$ cat src/rtl/stream_pixel_packer.sv
// rtl/stream_pixel_packer.sv - packs pixels LSB-first into OUT_W-bit stream words; optional STREAM_PIXEL_PACKER_SWAP_RB_EN swaps channel 0 and CHANNELS-1
module stream_pixel_packer #(
   parameter int CHAN_W   = 8,
   parameter int CHANNELS = 3,
   parameter int OUT_W    = 32
) (
   input  logic                       aclk,
   input  logic                       reset,
   input  logic [CHANNELS*CHAN_W-1:0] in_pixel,
   input  logic                       in_valid,
   input  logic                       in_sof,
   input  logic                       in_eol,
   output logic                       in_ready,
   output logic [OUT_W-1:0]           out_stream_tdata,
   output logic [OUT_W/8-1:0]         out_stream_tkeep,
   output logic                       out_stream_tlast,
   output logic                       out_stream_tuser,
   output logic                       out_stream_tvalid,
   input  logic                       out_stream_tready
);

   localparam int BPP = CHANNELS * CHAN_W;
   localparam int AW  = OUT_W + BPP;
   localparam int FW  = $clog2(AW + 1);
   localparam int KW  = OUT_W / 8;

   typedef enum logic {S_RUN, S_FLUSH} state_t;

   state_t         state;
   logic [AW-1:0]  acc;
   logic [FW-1:0]  fill;
   logic           pend_user;

   logic [BPP-1:0] pix;
   logic           slot_free;
   logic           accept;
   logic           pend_next;
   logic           emit;
   logic [AW-1:0]  acc_base, acc_sum, acc_rem;
   logic [FW-1:0]  fill_base, fill_sum, fill_rem;
   logic [KW-1:0]  keep_flush;

`ifdef STREAM_PIXEL_PACKER_SWAP_RB_EN
   always_comb begin
      pix = in_pixel;
      pix[CHAN_W-1:0]      = in_pixel[BPP-1 -: CHAN_W];
      pix[BPP-1 -: CHAN_W] = in_pixel[CHAN_W-1:0];
   end
`else
   assign pix = in_pixel;
`endif

   assign slot_free = !out_stream_tvalid || out_stream_tready;
   assign in_ready  = !reset && (state == S_RUN) && slot_free;
   assign accept    = in_valid && in_ready;
   assign pend_next = in_sof || pend_user;

   // A start-of-frame pixel discards any residue left by a malformed previous line.
   always_comb begin
      acc_base  = in_sof ? '0 : acc;
      fill_base = in_sof ? '0 : fill;
      acc_sum   = acc_base | (AW'(pix) << fill_base);
      fill_sum  = fill_base + FW'(BPP);
      emit      = fill_sum >= FW'(OUT_W);
      acc_rem   = emit ? (acc_sum >> OUT_W) : acc_sum;
      fill_rem  = emit ? (fill_sum - FW'(OUT_W)) : fill_sum;
   end

   always_comb begin
      keep_flush = '0;
      for (int i = 0; i < KW; i++) begin
         keep_flush[i] = fill > FW'(8 * i);
      end
   end

   always_ff @(posedge aclk or posedge reset) begin
      if (reset) begin
         state             <= S_RUN;
         acc               <= '0;
         fill              <= '0;
         pend_user         <= 1'b0;
         out_stream_tdata  <= '0;
         out_stream_tkeep  <= '0;
         out_stream_tlast  <= 1'b0;
         out_stream_tuser  <= 1'b0;
         out_stream_tvalid <= 1'b0;
      end else begin
         if (out_stream_tready) begin
            out_stream_tvalid <= 1'b0;
         end
         case (state)
            S_RUN: begin
               if (accept) begin
                  acc       <= acc_rem;
                  fill      <= fill_rem;
                  pend_user <= pend_next;
                  if (emit) begin
                     out_stream_tdata  <= acc_sum[OUT_W-1:0];
                     out_stream_tkeep  <= '1;
                     out_stream_tlast  <= in_eol && (fill_rem == '0);
                     out_stream_tuser  <= pend_next;
                     out_stream_tvalid <= 1'b1;
                     pend_user         <= 1'b0;
                  end
                  if (in_eol && (fill_rem != '0)) begin
                     state <= S_FLUSH;
                  end
               end
            end
            S_FLUSH: begin
               // Bits above fill are always zero, so the partial word needs no masking.
               if (slot_free) begin
                  out_stream_tdata  <= acc[OUT_W-1:0];
                  out_stream_tkeep  <= keep_flush;
                  out_stream_tlast  <= 1'b1;
                  out_stream_tuser  <= pend_user;
                  out_stream_tvalid <= 1'b1;
                  pend_user         <= 1'b0;
                  acc               <= '0;
                  fill              <= '0;
                  state             <= S_RUN;
               end
            end
            default: state <= S_RUN;
         endcase
      end
   end

endmodule
$ cat config.mk
export PLATFORM = sky130hd
export DESIGN_NAME = stream_pixel_packer
export DESIGN_NICKNAME = d
export VERILOG_FILES = /design/src/rtl/stream_pixel_packer.sv
export SDC_FILE = /design/constraint.sdc
export NUM_CORES = 1
export LEC_CHECK = 0
export ABC_AREA = 0
export BUFFER_PORTS_ARGS = -buffer_cell sky130_fd_sc_hd__buf_2
export CELL_PAD_IN_SITES_DETAIL_PLACEMENT = 0
export CELL_PAD_IN_SITES_GLOBAL_PLACEMENT = 1
export CORE_UTILIZATION = 45
export CTS_CLUSTER_SIZE = 20
export DETAILED_ROUTE_END_ITERATION = 10
export PLACE_DENSITY = 0.83
export REMOVE_ABC_BUFFERS = 1
export SETUP_SLACK_MARGIN = 0.05
export SLEW_MARGIN = 20
export SYNTH_ARGS = -nofsm -noshare
export SYNTH_HDL_FRONTEND = slang
export SYNTH_SLANG_ARGS = --single-unit
$ cat constraint.sdc
create_clock -name aclk -period 3.6 [get_ports aclk]
set_input_delay 0.54 -clock aclk [delete_from_list [all_inputs] [get_ports aclk]]
set_output_delay 0.54 -clock aclk [all_outputs]
set_load 0.02 [all_outputs]
== Word-level counts from Yosys, hierarchy flattened ==
Index checks and enable logic that the tools add are counted.
Operators by class
  add/sub/neg operators: 2
  $lt $le $gt $ge: 5
  equality and inequality tests: 3
  shift-type cells: 1
  mux-type cells: 39
  bitwise operators: 2
  reduce and logical (&&, ||, !) cells: 13
Operators with widths (count)
  2-to-1 mux 56 bit: 4
  one-hot mux 56 bit (2 select lines): 1
  2-to-1 mux 32 bit: 3
  one-hot mux 32 bit (2 select lines): 1
  OR 56 bit: 1
  << shifter 24 x 6 -> 56 bit: 1
  2-to-1 mux 6 bit: 4
  2-to-1 mux 1 bit: 16
  greater-than comparator 6 x 5 -> 1 bit (second input constant): 2
  2-to-1 mux 4 bit: 3
  one-hot mux 6 bit (2 select lines): 1
  one-hot mux 1 bit (2 select lines): 5
  one-hot mux 4 bit (2 select lines): 1
  adder 6 x 5 -> 6 bit (second input constant): 1
  greater-or-equal comparator 6 bit (second input constant): 1
  greater-than comparator 6 x 1 -> 1 bit (second input constant): 1
  greater-than comparator 6 x 4 -> 1 bit (second input constant): 1
  logical NOT 6 bit: 1
  nonzero test 6 bit: 1
  subtractor 6 bit (second input constant): 1
  logical AND 1 bit: 5
  != test 2 bit (second input constant): 2
  AND reduction 3 bit: 1
  logical NOT 1 bit: 2
  4 further kinds: 5
Storage, ports and cells
  flip-flop bits (word level): 103
  input bits: 30
  output and inout bits: 40

== Longest topological paths before layout ==
  depth in word-level cells: 9
  mapped depth: 14
  depth with buffers taken out: 10

== Worst setup path after synthesis ==
Ideal clock, no wire load.
  path type: input-to-reg
  start point: in in_sof
  end point: reg out_stream_tdata[29]
  setup time: 0.130 ns
  arrival: 2.649 ns
  data required time: 3.470 ns
  setup slack: 0.821 ns
  cell stages on the path: 13
  cell sequence: buf_6 buf_6 nor2_4 inv_2 buf_2 buf_2 ha_1 xnor2_2 a21oi_1 buf_2 and3_1 a21oi_1 o31ai_1
Between the ends
  longest elaborated chain between the ends: 6
  elaborated cells between the ends (all ways): 11
  classes of those cells: add/sub (1); order compare (1); eq/ne (1); shift (1); mux (5); bitwise (1); reduce/logical (1)
RTL lines
  start: declaration: line 11  | input logic in_sof,
  parallel branches: the longest is 6 deep, another holds adder 6 x 5 -> 6 bit
  end signal: assignment: line 98  | out_stream_tdata <= acc_sum[OUT_W-1:0];
  end signal: assignment: line 113  | out_stream_tdata <= acc[OUT_W-1:0];
  end: declaration: line 14  | output logic [OUT_W-1:0] out_stream_tdata,
Several ways; the timed one is not identified. The select of a mux whose other input is x is not followed.
A chain may end at the register's enable or synchronous reset.

== Worst setup path in the final report ==
  start point: reg fill[1]
  end point: reg out_stream_tdata[30]
Between the ends
  longest elaborated chain between the ends: 6
  elaborated cells between the ends (all ways): 10
  classes of those cells: add/sub (1); order compare (1); eq/ne (1); shift (1); mux (4); bitwise (1); reduce/logical (1)
RTL lines
  start: declaration: line 31  | logic [FW-1:0] fill;
  start signal: assignment: line 95  | fill <= fill_rem;
  2-to-1 mux 6 bit (*): line 61  | fill_base = in_sof ? '0 : fill;
  parallel branches: the longest is 5 deep, another holds adder 6 x 5 -> 6 bit
Mark *: on every way between the ends. The select of a mux whose other input is x is not followed.

==> summary.md <==
| Metric | Value |
|---|---|
| Async SR Flop Fraction | 1.000 |
| Final WL | between 20000 and 30000 um |
| Ys Warns | 0 |
| Post-DP HPWL | 19300 um |
| RSZ-0062 raised after global routing | false |
| Setup WS pre-CTS | approximately 510 ps |
| Core ar. | 15830 um2 |
| Final Hold Vio Count | 0 |
| Post-CTS Setup Bufs | 0 |
| Post-layout util | 0.5130 |
| Clk buf depth | 2 |
| Pint | between 2 and 3 mW |
| DRC | 0 |
| Routability Congestion | between 0.9 and 1 |
| Synth Flop Type | dfrtp_1 |
| Critical path launch point type | flip-flop |
| Layout Skew | about 8.4 ps |
| CP endpoint kind | flip-flop |
| Placed Area | slightly below 8000 um2 |
| Final Non-Filler Cells | about 1100 |
| Post-CTS Hold Buffers | 0 |
| VDD IR max | around 260 uV |
| Syn Area/Cell | about 8.5 um2 |
| Top cells by area, synth | dfrtp_1, nor2_1, mux2i_1, nand2_1, o21ai_0 |
| H-tree Lvls | 3 |
| Bufs and invs on worst path | 1 |
| Seq cells post-synth | between 100 and 150 |
| Final setup fails | 0 |
| Synth Area in Compound Gates | 0.3058 |
| Syn-to-layout area delta | 11.55% |
| Area fraction of the dominant cell type after synthesis | 0.3541 |
| Layout cells sized above 1 | 0.1846 |
| CP arrival | 3250 ps |
| Post-Synth XOR/XNOR Area | 0.004469 |
| Netlist cell types | 90 |
| Max-cap violations | 0 |
| WS Path Type | reg -> reg |
| PortBufs | slightly below 70 |
| Pins Over Slew Limit | 0 |
| Critical path's slowest cell | dfrtp_1 |
| Synth Area in Simple Gates | 0.2044 |
| Synth Area in Adders | 0.001719 |
| Clock period minus worst slack | ~3000 ps |
| Vias in the first global route | about 6800 |
| Synth cell count leaders | dfrtp_1, nor2_1, nand2_1, o21ai_0, a21oi_1 |
| DRT iter0 DRCs | between 900 and 1000 |
| Cts bufs inserted | 9 |
| CTS tree | done |
| Post-cts sizing count | 0 |
| Worst endpoint required time | 3830 ps |
| Most frequent cell after synthesis | dfrtp_1 |
| Design Power | between 4 and 5 mW |
| Clk_lat worst skew | around 360 ps |
| NetSw | around 1.9 mW |
| Outcome | complete, no violations |
| First-pass GRT wire length | a little over 40000 um |
| Max incr delay on CP | ~820 ps |
| Placed cell count | 1110 |
| Die Y-Extent | approximately 130 um |
| Final worst slack | slightly below 600 ps |
| Pwr dens | between 500 and 600 nW/um2 |
| Post-Layout Inst Area | between 8000 and 9000 um2 |
| Seq/Total Area, Yosys | 0.3541 |
| Vias | approximately 7500 |
| Detail Route Antenna Nets | 0 |
| Max-slew headroom | 0.3848 |
| Post-Synthesis Cell Area | between 7000 and 8000 um2 |
| Die width | 129.2 um |
| 1st-pass router iterations | 6 |
| Period utilization | 0.8393 |
| Clock sinks | 103 |
| Number of enable flip-flop cells after synthesis | 0 |
| Wire length per cell | ~24 um |
| GRT Util Overall | 0.3284 |
| Grt ovf | 0 |
| Main combinational cell family by area after synthesis | compound AO/OA/AOI/OAI gates |
| Clock power share | 0.219 |
| Die ar. | 16690 um2 |
| HP Class | in -> async |
| Clock root buffer | clkbuf_16 |
| Crit-path cells | and3b_1 -> buf_4 -> a2bb2oi_1 -> o211ai_1 -> mux2i_1 -> o21ai_1 -> o22ai_1 |
| Cell family with most CP delay | compound AO/OA/AOI/OAI gates |
| Pin count of the biggest net entering global routing | 66 |
| Clock transition at path regs | about 70 ps |
| Fin nets | roughly 940 |
| Switch share | 0.4192 |
| Initial core utilization | 0.4599 |
| Worst-Margin Slew | between 900 and 1000 ps |
| Combinational share of power | 0.420 |
| Register share of total power | 0.362 |
| Fill cells | approximately 1500 |
| Antenna violations before repair | 0 |
| LEAKAGE | approximately 3.3 nW |
| Achievable Freq | around 330 MHz |
| Mux contribution to synthesized area | 0.06841 |
| Leading area contributor after synthesis | dfrtp_1 |
| Row count | 46 |
| Antenna cells | 0 |
| Vias per inst | 6.679 |
| Critical-path maximum fanout | 21 |
| Synth Instances | 854 |
| IO Pins | 70 |
==> layer usage <==
layer | up-vias | part of all wire | track usage
li1 | 3339 | - | -
met1 | 3620 | 0.42 | 0.4611
met2 | 482 | 0.44 | 0.4823
met3 | 80 | 0.095 | 0.06730
met4 | 0 | 0.045 | 0.1557
met5 | - | 0 | 0
==> state kept, by name, indices dropped and copies added, names as in the netlist <==
signal / count
fill: 6
out_stream_tvalid: 1
out_stream_tlast: 1
out_stream_tkeep: 4
pend_user: 1
acc: 56
out_stream_tuser: 1
out_stream_tdata: 32
state: 1
==> final timing paths <==
check                                    start  slack [ps]  cells after the start                   end
max                                    fill[1]         580                      7  out_stream_tdata[30]
min                                      reset         360                      2               fill[3]
max reg2reg                            fill[1]         580                      7  out_stream_tdata[30]
min reg2reg                out_stream_tdata[0]         470                      2   out_stream_tdata[0]
max in group asynchronous                reset        2420                      3               acc[15]
min in group aclk                       in_eol         440                      3                 state
==> through the flow <==
| stage | TNS (ps) | hold WS [ps] |
|---|---|---|
| 2_1_floorplan | -11000 | 440.3 |
| 3_3_place_gp | 0 | 450.2 |
| 3_5_place_dp | 0 | 459.7 |
| 4_1_cts | 0 | 395.2 |
| 5_1_grt | 0 | 436.3 |
| 6_report | 0 | 364.1 |
==> cell type report <==
| cell class | instances | area, um2 | area share |
|---|---|---|---|
| Clock inverter | 5 | 57.56 | 0.007088 |
| Clock buffer | 11 | 232.7 | 0.02866 |
| Inverter | 19 | 73.82 | 0.009091 |
| Multi-Input combinational cell | 666 | 4272 | 0.5260 |
| Sequential cell | 103 | 2579 | 0.3176 |
| Tap cell | 216 | 270.3 | 0.03328 |
| Timing Repair Buffer | 106 | 635.6 | 0.07827 |
==> worst register-to-register path, cell delays in order, from the launching register on <==
cell	delay, ps
dfrtp_1	820
and3b_1	640
buf_4	270
a2bb2oi_1	80
o211ai_1	330
mux2i_1	300
o21ai_1	330
o22ai_1	130
==> placed cells by master (no fill, tap or decap), drive strengths merged, types with 8 or more instances in the layout <==
cell type	count
nor3b	15
mux2i	34
nor3	24
nand2b	12
nor2b	10
a2bb2oi	14
a21oi	44
a31oi	12
nor2	96
buf	106
a22oi	27
nand2	81
mux2	8
o211ai	9
clkbuf	11
nand3	24
inv	20
o21ai	84
a221oi	14
o22ai	34
o221ai	13
dfrtp	103
a221o	9
==> power groups by stage <==
stage	sequential, mW	combinational, mW	clock (mW)
2_1_floorplan	1.95	0.884	0
3_3_place_gp	1.67	1.88	0
3_5_place_dp	1.68	1.88	0
4_1_cts	1.66	1.89	1.01
5_1_grt	1.70	2.07	1.06
6_report	1.66	1.92	1.00
==> cell families (layout without fill, tap and decap cells) <==
family                     Yosys count  count (layout)
AOI/OAI and AO/OA                  315             315
buffers and inverters               85             141
adders and majority gates            1               1
DFF                                103             103
xor gates and xnor gates             2               2
and+or+nand+nor                    303             303
muxes                               45              45
Power figures use the tool's default switching activity.
